==> src/rtl/alu_arb_pkg.sv <==
// ============================================================================
// Module  : alu_arb_pkg
// Brief   : Shared op-codes, FSM state encoding and op legality check for
//           the two-port ALU share arbiter.
// Revision: 1.0 - initial release
// ============================================================================
`default_nettype none

package alu_arb_pkg;

  localparam logic [2:0] OP_AND = 3'b000;
  localparam logic [2:0] OP_OR  = 3'b001;
  localparam logic [2:0] OP_ADD = 3'b010;
  localparam logic [2:0] OP_SUB = 3'b110;
  localparam logic [2:0] OP_SLT = 3'b111;

  typedef enum logic [1:0] {
    ST_IDLE = 2'd0,
    ST_EXEC = 2'd1,
    ST_DONE = 2'd2
  } state_e;

  // True for the five op-codes the ALU implements
  function automatic logic is_legal_op(input logic [2:0] op);
    return (op == OP_AND) || (op == OP_OR) || (op == OP_ADD) ||
           (op == OP_SUB) || (op == OP_SLT);
  endfunction

endpackage

`default_nettype wire

==> src/rtl/alu_rr_pick2.sv <==
// ============================================================================
// Module  : alu_rr_pick2
// Brief   : Combinational two-way round-robin picker. A lone requester always
//           wins; on a tie the side named by ptr wins.
// Revision: 1.0 - initial release
// ============================================================================
`default_nettype none

module alu_rr_pick2 (
  input  logic req0,
  input  logic req1,
  input  logic ptr,
  output logic valid,
  output logic winner
);

  // Tie goes to ptr; otherwise whichever side is requesting
  always_comb begin
    valid  = req0 | req1;
    winner = (req0 & req1) ? ptr : req1;
  end

endmodule

`default_nettype wire

==> src/rtl/alu_share_arbiter.sv <==
// ============================================================================
// Module  : alu_share_arbiter
// Brief   : Time-shares one external 16-bit ALU between the main datapath
//           (port 0) and the branch/PC unit (port 1). Three-state FSM:
//           IDLE grants, EXEC captures the ALU result, DONE pulses doneN.
// Revision: 1.0 - initial release
// ============================================================================
`default_nettype none

module alu_share_arbiter
  import alu_arb_pkg::*;
#(
  parameter int WIDTH = 16,
  parameter int OPW   = 3
) (
  input  logic             clk,
  input  logic             reset,
  input  logic             req0,
  input  logic [WIDTH-1:0] a0,
  input  logic [WIDTH-1:0] b0,
  input  logic [OPW-1:0]   op0,
  input  logic             req1,
  input  logic [WIDTH-1:0] a1,
  input  logic [WIDTH-1:0] b1,
  input  logic [OPW-1:0]   op1,
  output logic             done0,
  output logic             done1,
  output logic [WIDTH-1:0] r,
  output logic             c_out,
  output logic             overflow,
  output logic             zero,
  output logic             err,
  output logic             busy,
  output logic [WIDTH-1:0] alu_a,
  output logic [WIDTH-1:0] alu_b,
  output logic [OPW-1:0]   alu_op,
  input  logic [WIDTH-1:0] alu_r,
  input  logic             alu_c_out,
  input  logic             alu_overflow,
  input  logic             alu_zero
);

  state_e           state_q;
  logic             ptr_q;
  logic             grant_q;
  logic             err_pend_q;
  logic [WIDTH-1:0] alu_a_q, alu_b_q;
  logic [OPW-1:0]   alu_op_q;
  logic [WIDTH-1:0] r_q;
  logic             c_q, ov_q, z_q, err_q;
  logic             done0_q, done1_q, busy_q;

  logic             pick_valid, pick_winner;
  logic [WIDTH-1:0] win_a_d, win_b_d;
  logic [OPW-1:0]   win_op_d;

  alu_rr_pick2 u_pick (
    .req0   (req0),
    .req1   (req1),
    .ptr    (ptr_q),
    .valid  (pick_valid),
    .winner (pick_winner)
  );

  // Operand mux: route the winning requester's operands toward the ALU regs
  always_comb begin
    win_a_d  = pick_winner ? a1  : a0;
    win_b_d  = pick_winner ? b1  : b0;
    win_op_d = pick_winner ? op1 : op0;
  end

  // Arbitration FSM with all outputs registered
  always_ff @(posedge clk or posedge reset) begin
    if (reset) begin
      state_q    <= ST_IDLE;
      ptr_q      <= 1'b0;
      grant_q    <= 1'b0;
      err_pend_q <= 1'b0;
      alu_a_q    <= '0;
      alu_b_q    <= '0;
      alu_op_q   <= '0;
      r_q        <= '0;
      c_q        <= 1'b0;
      ov_q       <= 1'b0;
      z_q        <= 1'b0;
      err_q      <= 1'b0;
      done0_q    <= 1'b0;
      done1_q    <= 1'b0;
      busy_q     <= 1'b0;
    end else begin
      case (state_q)
        ST_IDLE: begin
          if (pick_valid) begin
            grant_q    <= pick_winner;
            alu_a_q    <= win_a_d;
            alu_b_q    <= win_b_d;
            alu_op_q   <= win_op_d;
            err_pend_q <= ~is_legal_op(win_op_d[2:0]);
            busy_q     <= 1'b1;
            state_q    <= ST_EXEC;
          end
        end
        ST_EXEC: begin
          // Illegal ops report a cleared result rather than whatever the ALU
          // happens to produce for the unused encoding.
          if (err_pend_q) begin
            r_q   <= '0;
            c_q   <= 1'b0;
            ov_q  <= 1'b0;
            z_q   <= 1'b0;
            err_q <= 1'b1;
          end else begin
            r_q   <= alu_r;
            c_q   <= alu_c_out;
            ov_q  <= alu_overflow;
            z_q   <= alu_zero;
            err_q <= 1'b0;
          end
          done0_q <= ~grant_q;
          done1_q <= grant_q;
          state_q <= ST_EXEC == ST_EXEC ? ST_DONE : ST_IDLE;
        end
        ST_DONE: begin
          // Requests are not sampled here, so a lone requester always finds
          // the pointer irrelevant on its next tie-free grant.
          done0_q <= 1'b0;
          done1_q <= 1'b0;
          busy_q  <= 1'b0;
          ptr_q   <= ~grant_q;
          state_q <= ST_IDLE;
        end
        default: begin
          done0_q <= 1'b0;
          done1_q <= 1'b0;
          busy_q  <= 1'b0;
          state_q <= ST_IDLE;
        end
      endcase
    end
  end

  assign done0    = done0_q;
  assign done1    = done1_q;
  assign r        = r_q;
  assign c_out    = c_q;
  assign overflow = ov_q;
  assign zero     = z_q;
  assign err      = err_q;
  assign busy     = busy_q;
  assign alu_a    = alu_a_q;
  assign alu_b    = alu_b_q;
  assign alu_op   = alu_op_q;

endmodule

`default_nettype wire

==> config.mk <==
export PLATFORM = sky130hd
export DESIGN_NAME = alu_share_arbiter
export DESIGN_NICKNAME = d
export VERILOG_FILES = /design/src/rtl/alu_arb_pkg.sv /design/src/rtl/alu_rr_pick2.sv /design/src/rtl/alu_share_arbiter.sv
export SDC_FILE = /design/constraint.sdc
export NUM_CORES = 1
export LEC_CHECK = 0
export CAP_MARGIN = 20
export CORE_MARGIN = 4
export CORE_UTILIZATION = 40
export CTS_CLUSTER_SIZE = 25
export DETAILED_ROUTE_END_ITERATION = 7
export GPL_ROUTABILITY_DRIVEN = 0
export GPL_TIMING_DRIVEN = 0
export PLACE_DENSITY = 0.8
export SLEW_MARGIN = 10
export SYNTH_ARGS = -nofsm -noshare
export SYNTH_HDL_FRONTEND = slang
export SYNTH_SLANG_ARGS = --single-unit
==> constraint.sdc <==
create_clock -name clk -period 2.39 [get_ports clk]
set_input_delay 0.239 -clock clk [delete_from_list [all_inputs] [get_ports clk]]
set_output_delay 0.239 -clock clk [all_outputs]
set_load 0.01 [all_outputs]
==> report_table.html, run 1 <==
<table>
<tr><th>Metric</th><th>Value</th></tr>
<tr><th colspan="2">Routing</th></tr>
<tr><td>Vias/cell</td><td>~5.2</td></tr>
<tr><td>Post-detailed-route count of antenna-violating nets</td><td>0</td></tr>
<tr><td>Number of DRC violations after detailed routing</td><td>0</td></tr>
<tr><td>Average routed wire per standard cell</td><td>16.3 um</td></tr>
<tr><td>Iteration count of the initial detailed-routing pass</td><td>4</td></tr>
<tr><td>Aggregate routed wire length</td><td>approximately 9600 um</td></tr>
<tr><td>Number of DRC violations after detailed-routing iteration 0</td><td>~110</td></tr>
<tr><td>Via count of the routed design</td><td>around 3000</td></tr>
<tr><th colspan="2">STA</th></tr>
<tr><td>Number of setup violations in the final report</td><td>0</td></tr>
<tr><td>Unrepaired setup endpoints after global routing</td><td>false</td></tr>
<tr><td>Post-layout min period</td><td>~1.6 ns</td></tr>
<tr><td>Final setup skew</td><td>0.00966 ns</td></tr>
<tr><td>Max_slew headroom</td><td>48.1%</td></tr>
<tr><td>Final number of hold-violating endpoints</td><td>0</td></tr>
<tr><td>Post-route fraction of the period consumed by the critical path</td><td>66.2%</td></tr>
<tr><td>Slew at the pin with the worst max-slew slack</td><td>around 0.8 ns</td></tr>
<tr><td>Minimum setup slack in the final design</td><td>about 0.81 ns</td></tr>
<tr><td>Fmax</td><td>between 0.6 and 0.7 GHz</td></tr>
<tr><td>Final count of pins violating max slew</td><td>0</td></tr>
<tr><th colspan="2">Run</th></tr>
<tr><td>Max Cap Viol</td><td>0</td></tr>
<tr><th colspan="2">Yosys</th></tr>
<tr><td>Number of storage elements in the synthesis netlist</td><td>between 60 and 70</td></tr>
<tr><td>Cell area after technology mapping</td><td>between 3000 and 4000 sq um</td></tr>
<tr><td>Average cell area after synthesis</td><td>9.45 sq um</td></tr>
<tr><td>Share of the synthesized area in the top cell type</td><td>52.0%</td></tr>
<tr><td>Most frequently used cell type in the post-synthesis netlist</td><td>dfrtp_1</td></tr>
<tr><td>Count of flip-flops with a built-in enable after synthesis</td><td>0</td></tr>
<tr><td>Commonest cells in the synthesized netlist</td><td>63 x dfrtp_1, 56 x o21ai_0, 36 x nand3b_1</td></tr>
<tr><td>Post-synthesis async set-or-reset flop share</td><td>100%</td></tr>
<tr><td>Count of mapped cells out of synthesis</td><td>approximately 320</td></tr>
<tr><td>Total nets after synthesis</td><td>around 410</td></tr>
<tr><td>Cell types occupying the most area after synthesis</td><td>dfrtp_1 52%, o21ai_0 9.2%, nand3b_1 8.9%</td></tr>
<tr><td>Yosys top cell by area</td><td>dfrtp_1</td></tr>
<tr><td>Count of unique library cells instantiated by Yosys</td><td>27</td></tr>
<tr><td>Share of synthesized area occupied by flip-flops and latches</td><td>52.0%</td></tr>
<tr><td>Post-synth top flop</td><td>dfrtp_1</td></tr>
<tr><td>Count of yosys warnings during synthesis</td><td>0</td></tr>
<tr><th colspan="2">Setup path</th></tr>
<tr><td>Maximum net fanout on the critical path</td><td>10</td></tr>
<tr><td>Element type at the critical path start</td><td>primary input</td></tr>
<tr><td>Setup crit end kind</td><td>register</td></tr>
<tr><td>Worst reg2reg path startpoint</td><td>state_q[0]</td></tr>
<tr><td>Crit path kind</td><td>primary input to register</td></tr>
<tr><td>Required time of the critical path</td><td>2.58 ns</td></tr>
<tr><td>CP startpoint</td><td>req1</td></tr>
<tr><td>Data arrival, critical path</td><td>between 1.5 and 2 ns</td></tr>
<tr><th colspan="2">Run status</th></tr>
<tr><td>Status</td><td>finished clean</td></tr>
<tr><th colspan="2">Global route</th></tr>
<tr><td>Maximum number of pins on one net before global-route repair</td><td>64</td></tr>
<tr><td>Vias in the first global route</td><td>about 3000</td></tr>
<tr><td>Global-route wire length before repair</td><td>between 10000 and 15000 um</td></tr>
<tr><td>Total global routing track utilization</td><td>a little over a fifth</td></tr>
<tr><td>Number of antenna violations at the first check in global routing</td><td>0</td></tr>
<tr><td>Remaining global-route overflow</td><td>0</td></tr>
<tr><th colspan="2">Floorplan</th></tr>
<tr><td>X dimension of the die</td><td>95.1 um</td></tr>
<tr><td>Core area</td><td>~7300 sq um</td></tr>
<tr><td>IO Count</td><td>151</td></tr>
<tr><td>Area of the die</td><td>about 9000 sq um</td></tr>
<tr><td>Die Y-Extent</td><td>roughly 95 um</td></tr>
<tr><td>Starting utilization of the core area</td><td>roughly 41%</td></tr>
<tr><td>Number of core rows</td><td>31</td></tr>
<tr><th colspan="2">Clock tree</th></tr>
<tr><td>Hold_buf cts</td><td>0</td></tr>
<tr><td>CTS H-Tree Depth</td><td>3</td></tr>
<tr><td>Post-CTS setup buffers</td><td>0</td></tr>
<tr><td>CTS tree</td><td>built</td></tr>
<tr><td>Clock Root Buffer</td><td>clkbuf_8</td></tr>
<tr><td>Clock latency on the worst-skew pair</td><td>0.33 ns</td></tr>
<tr><td>Clock Path Buffers</td><td>2</td></tr>
<tr><td>Cts bufs inserted</td><td>9</td></tr>
<tr><td>Clk pin slew, worst setup/hold paths</td><td>0.07 ns</td></tr>
<tr><td>Clock sinks</td><td>63</td></tr>
<tr><td>Post-cts resize count</td><td>0</td></tr>
<tr><th colspan="2">Finish</th></tr>
<tr><td>Area overhead of the layout relative to synthesis</td><td>59.9%</td></tr>
<tr><td>Number of nets at the end of the flow</td><td>575</td></tr>
<tr><td>Inserted Diodes</td><td>0</td></tr>
<tr><td>Post-Route Utilization</td><td>between 60 and 70%</td></tr>
<tr><td>Proportion of layout cells with a drive suffix above 1</td><td>about 5.5%</td></tr>
<tr><th colspan="2">Pwr</th></tr>
<tr><td>LEAKAGE</td><td>around 0.0019 uW</td></tr>
<tr><td>Worst vdd rail ir drop</td><td>around 0.50 mV</td></tr>
<tr><td>Power density relative to cell area</td><td>around 1200 nW/um^2</td></tr>
<tr><th colspan="2">Place</th></tr>
<tr><td>Detailed Place HPWL</td><td>7000 um</td></tr>
<tr><td>Post-Place Setup Slack</td><td>between 0.4 and 0.5 ns</td></tr>
<tr><td>Port Buffer Count</td><td>150</td></tr>
<tr><th colspan="2">Worst hold path</th></tr>
<tr><td>Path type of the worst min-delay path</td><td>primary input to async pin</td></tr>
</table>
## placed cells by master (no fill, tap or decap), types with 2 or more instances in the layout
cell,netlist,final
clkbuf_1,24,25
dfrtp_1,63,63
nand2b_1,21,21
nor2b_1,2,2
a31oi_1,35,35
buf_2,3,3
inv_1,4,3
clkdlybuf4s50_1,0,150
a21oi_1,35,35
nand3b_1,36,36
buf_6,4,4
clkbuf_8,0,9
mux2i_1,2,2
nor2_1,3,3
o21ai_0,56,56
nand2_1,20,20
clkinv_2,0,3
## power by group
| group | total (uW) | switching [uW] | leakage [uW] | internal [uW] |
|---|---|---|---|---|
| combinational | 2840 | 1340 | 0.00105 | 1500 |
| sequential | 1870 | 288 | 0.000746 | 1580 |
| clock | 897 | 419 | 0.0000960 | 478 |
## final cells by class
class                           instances  area (sq um)
Fill cell                             595          2480
Sequential cell                        63          1580
Timing Repair Buffer                  150          1500
Multi-Input combinational cell        220          1280
Buffer                                 33           161
Clock buffer                           10           128
Tap cell                               99           124
Clock inverter                          6          61.3
Inverter                                5          21.3
## path summary, 6_finish.rpt
path | end | slack [ns] | cells after the start
setup reg to reg | alu_op[1] | 0.81 | 5
min in group clk | r[12] | 0.48 | 3
setup / recovery | alu_b[8] | 0.81 | 6
hold / removal | alu_b[11] | 0.42 | 2
max in group asynchronous | alu_b[15] | 1.46 | 2
hold reg to reg | r[1] | 0.48 | 2
## worst max-delay path, stage by stage
cell,delay [ns]
clkdlybuf4s50_1,0.50
or2_1,0.11
buf_2,0.20
and2_4,0.19
clkbuf_1,0.37
a31oi_1,0.15
## through the flow
stage | area, sq um | total power, uW | hold slack, ns | TNS [ns] | std cells
after global placement | 4660 | 4690 | 0.463 | -34.35 | 570
after global routing | 4850 | 6030 | 0.482 | 0 | 586
final | 4850 | 5610 | 0.418 | 0 | 586
after CTS | 4850 | 5660 | 0.439 | 0 | 586
after detailed placement | 4660 | 4750 | 0.469 | 0 | 570
after floorplan | 3030 | 3270 | 0.387 | 0 | 321
## kinds of logic (layout without fill, tap and decap cells)
family / after synthesis / after routing / share of synthesized area [%]
flip-flops: 63 / 63 / 52.0
AO/OA/AOI/OAI: 131 / 131 / 23.5
AND/OR/NAND/NOR: 86 / 86 / 17.5
multiplexers: 3 / 3 / 1.03
buffers and inverters: 38 / 204 / 5.94
## sequential cells by signal, summed over array words and instances (netlist names)
signal,cells
err_pend_q,1
overflow,1
alu_b,16
grant_q,1
done1,1
c_out,1
busy,1
zero,1
r,16
ptr_q,1
state_q,2
err,1
alu_op,3
done0,1
alu_a,16
## routing by layer
metal	GRT usage [%]	wire, um	up-vias
met4	6.37	76	0
met1	27.4	4170	1436
met5	0	0	-
met3	5.05	706	8
li1	-	-	1479
met2	35.4	4610	124
(Power assumes the default switching activity.)
==> run 2: changes to the inputs <==
--- a/config.mk
+++ b/config.mk
@@ -7,12 +7,12 @@
 export LEC_CHECK = 0
 export CAP_MARGIN = 20
 export CORE_MARGIN = 4
-export CORE_UTILIZATION = 40
+export CORE_UTILIZATION = 36
 export CTS_CLUSTER_SIZE = 25
 export DETAILED_ROUTE_END_ITERATION = 7
 export GPL_ROUTABILITY_DRIVEN = 0
 export GPL_TIMING_DRIVEN = 0
-export PLACE_DENSITY = 0.8
+export PLACE_DENSITY = 0.76
 export SLEW_MARGIN = 10
 export SYNTH_ARGS = -nofsm -noshare
 export SYNTH_HDL_FRONTEND = slang
==> constraint.sdc (replaced) <==
create_clock -name clk -period 1.4 [get_ports clk]
set_input_delay 0.14 -clock clk [delete_from_list [all_inputs] [get_ports clk]]
set_output_delay 0.14 -clock clk [all_outputs]
set_load 0.01 [all_outputs]
==> run 2 against run 1 <==
Cell area grew 4.7%. Global-route usage decreased by 1.0 points. Via count up 2.6%. Register-to-register slack worse by 0.74 ns. Combinational power increased by 72%. Clock skew is 0.0028 ns lower. Sequential power increased by 72%. Hold slack got worse by 0.30 ns. Routed wire length is 6.1% higher. Critical path depth down 5. First-iteration DRC count rose by 4.5%. Critical endpoint is now alu_a[1].
==> report_table.html, run 2 (synthesis gave the netlist of run 1 again) <==
<table>
<tr><th>Metric</th><th>Value</th></tr>
<tr><th colspan="2">Run status</th></tr>
<tr><td>Status</td><td>finished clean</td></tr>
<tr><th colspan="2">Routing</th></tr>
<tr><td>Iteration count of the initial detailed-routing pass</td><td>4</td></tr>
<tr><td>Vias/cell</td><td>~5.2</td></tr>
<tr><td>Post-detailed-route count of antenna-violating nets</td><td>0</td></tr>
<tr><td>Aggregate routed wire length</td><td>around 10000 um</td></tr>
<tr><td>Number of DRC violations after detailed routing</td><td>0</td></tr>
<tr><td>Via count of the routed design</td><td>3125</td></tr>
<tr><td>Average routed wire per standard cell</td><td>17.0 um</td></tr>
<tr><td>Number of DRC violations after detailed-routing iteration 0</td><td>roughly 120</td></tr>
<tr><th colspan="2">STA</th></tr>
<tr><td>Final count of pins violating max slew</td><td>0</td></tr>
<tr><td>Fmax</td><td>between 0.7 and 0.8 GHz</td></tr>
<tr><td>Number of setup violations in the final report</td><td>0</td></tr>
<tr><td>Max_slew headroom</td><td>72.7%</td></tr>
<tr><td>Final setup skew</td><td>between 0.006 and 0.007 ns</td></tr>
<tr><td>Final hold slack</td><td>approximately 0.12 ns</td></tr>
<tr><td>Slew at the pin with the worst max-slew slack</td><td>between 0.4 and 0.5 ns</td></tr>
<tr><td>Post-layout min period</td><td>between 1 and 1.5 ns</td></tr>
<tr><td>Final number of hold-violating endpoints</td><td>0</td></tr>
<tr><td>Unrepaired setup endpoints after global routing</td><td>true</td></tr>
<tr><td>Minimum setup slack in the final design</td><td>0.0150 ns</td></tr>
<tr><td>Post-route fraction of the period consumed by the critical path</td><td>between 90% and 100%</td></tr>
<tr><th colspan="2">Setup path</th></tr>
<tr><td>CP startpoint</td><td>alu_a[1]</td></tr>
<tr><td>Element type at the critical path start</td><td>register</td></tr>
<tr><td>Maximum net fanout on the critical path</td><td>2</td></tr>
<tr><td>Data arrival, critical path</td><td>1.25 ns</td></tr>
<tr><td>Bufs and invs on worst path</td><td>1</td></tr>
<tr><td>Cell family contributing the most delay on the critical path</td><td>buffers and inverters</td></tr>
<tr><td>Setup crit end kind</td><td>output pin</td></tr>
<tr><td>Worst reg2reg path startpoint</td><td>ptr_q</td></tr>
<tr><td>Crit path kind</td><td>register to output pin</td></tr>
<tr><td>Highest-delay cell along the critical path</td><td>clkdlybuf4s50_1</td></tr>
<tr><td>Delay of the slowest cell on the worst path</td><td>around 0.56 ns</td></tr>
<tr><td>Cells traversed along the worst timing path</td><td>clkdlybuf4s50_1</td></tr>
<tr><td>Required time of the critical path</td><td>around 1.3 ns</td></tr>
<tr><th colspan="2">Pwr</th></tr>
<tr><td>Power density relative to cell area</td><td>roughly 1900 nW/um^2</td></tr>
<tr><td>Portion of total power attributed to combinational logic</td><td>slightly above 50%</td></tr>
<tr><td>Switching component of the power</td><td>~3600 uW</td></tr>
<tr><td>Clock power share</td><td>14.6%</td></tr>
<tr><td>Worst vdd rail ir drop</td><td>roughly 0.70 mV</td></tr>
<tr><td>LEAKAGE</td><td>0.00232 uW</td></tr>
<tr><td>Switching fraction of total power</td><td>between 30% and 40%</td></tr>
<tr><td>Relative contribution of sequential cells to total power</td><td>between 30% and 40%</td></tr>
<tr><td>Internal</td><td>just under 6000 uW</td></tr>
<tr><th colspan="2">Floorplan</th></tr>
<tr><td>X dimension of the die</td><td>99.8 um</td></tr>
<tr><td>Core area</td><td>a little over 8000 sq um</td></tr>
<tr><td>Number of core rows</td><td>33</td></tr>
<tr><td>Starting utilization of the core area</td><td>about 37%</td></tr>
<tr><td>Die Y-Extent</td><td>between 90 and 100 um</td></tr>
<tr><td>Area of the die</td><td>between 9000 and 10000 sq um</td></tr>
<tr><td>IO Count</td><td>151</td></tr>
<tr><th colspan="2">Clock tree</th></tr>
<tr><td>Clock sinks</td><td>63</td></tr>
<tr><td>Clock latency on the worst-skew pair</td><td>roughly 0.33 ns</td></tr>
<tr><td>CTS tree</td><td>built</td></tr>
<tr><td>Clock Root Buffer</td><td>clkbuf_8</td></tr>
<tr><td>Cts bufs inserted</td><td>9</td></tr>
<tr><td>CTS H-Tree Depth</td><td>3</td></tr>
<tr><td>Clock Path Buffers</td><td>2</td></tr>
<tr><td>Clk pin slew, worst setup/hold paths</td><td>roughly 0.070 ns</td></tr>
<tr><td>Hold_buf cts</td><td>0</td></tr>
<tr><th colspan="2">Global route</th></tr>
<tr><td>Global-route wire length before repair</td><td>16000 um</td></tr>
<tr><td>Number of antenna violations at the first check in global routing</td><td>0</td></tr>
<tr><td>Remaining global-route overflow</td><td>0</td></tr>
<tr><td>Vias in the first global route</td><td>approximately 3200</td></tr>
<tr><td>Total global routing track utilization</td><td>between 20% and 30%</td></tr>
<tr><td>Maximum number of pins on one net before global-route repair</td><td>28</td></tr>
<tr><th colspan="2">Finish</th></tr>
<tr><td>Post-Layout Cell Count</td><td>596</td></tr>
<tr><td>Leading cell type in the layout, fill and taps excluded</td><td>clkdlybuf4s50_1</td></tr>
<tr><td>Area overhead of the layout relative to synthesis</td><td>67.3%</td></tr>
<tr><td>Inserted Diodes</td><td>0</td></tr>
<tr><td>Most frequent cells in the layout</td><td>107 x clkdlybuf4s50_1, 61 x dfrtp_1, 55 x o21ai_0, 36 x nand3b_1, 35 x a21oi_1</td></tr>
<tr><td>Number of nets at the end of the flow</td><td>a little under 600</td></tr>
<tr><td>Proportion of layout cells with a drive suffix above 1</td><td>between 10 and 15%</td></tr>
<tr><th colspan="2">Place</th></tr>
<tr><td>Port Buffer Count</td><td>150</td></tr>
<tr><td>Placed cells</td><td>about 580</td></tr>
<tr><td>Post-Place Setup Slack</td><td>-0.447 ns</td></tr>
<tr><td>Detailed Place HPWL</td><td>between 7000 and 8000 um</td></tr>
<tr><th colspan="2">Run</th></tr>
<tr><td>Max Cap Viol</td><td>0</td></tr>
<tr><th colspan="2">Worst hold path</th></tr>
<tr><td>Path type of the worst min-delay path</td><td>primary input to async pin</td></tr>
</table>
==> run 2: final cells by class <==
cell class,instances,area [sq um]
Multi-Input combinational cell,220,1320
Sequential cell,63,1580
Buffer,33,209
Clock inverter,6,36.3
Tap cell,105,131
Clock buffer,10,138
Timing Repair Buffer,154,1640
Inverter,5,22.5
Fill cell,707,3140
==> run 2: per-stage QoR <==
step	total power, uW	cell area [sq um]	utilization [%]	TNS (ns)
after floorplan	5580	3040	-	0
after global placement	8020	4670	56.8	-29.63
after detailed placement	8170	4710	57.3	-14.38
after CTS	9530	4910	59.8	-1.59
after global routing	10200	5080	61.8	-0.0195
final	9480	5080	61.8	0
==> run 2: what timing repair did <==
item                                    in CTS  in global routing
pin swaps                                    1                  1
gates resized for setup                     17                 86
buffers inserted                             2                  0
endpoints found under the setup margin      48                 78
==> run 2: worst paths after layout <==
check                        endpoint  slack [ns]  cells past startpoint
max                          alu_a[1]        0.01                      1
min                         alu_b[14]        0.12                      2
max reg2reg                err_pend_q        0.07                      4
min reg2reg                     r[14]        0.48                      2
max in group asynchronous  state_q[1]        0.62                      4
min in group clk             overflow        0.36                      3
==> run 2: power by group through the flow <==
stage / Combinational, uW / Clock [uW] / Sequential, uW
finish: 4880 / 1380 / 3210
global route: 5350 / 1490 / 3320
CTS: 4880 / 1430 / 3220
global placement: 4800 / 0 / 3220
floorplan: 2030 / 0 / 3550
detailed placement: 4940 / 0 / 3240
==> run 2: layer usage <==
metal | track usage, % | vias up | part of all wire (%)
li1 | - | 1486 | -
met1 | 26.1 | 1485 | 41
met2 | 33.9 | 137 | 49
met3 | 4.24 | 17 | 8.2
met4 | 6.62 | 0 | 1.9
met5 | 0 | - | 0
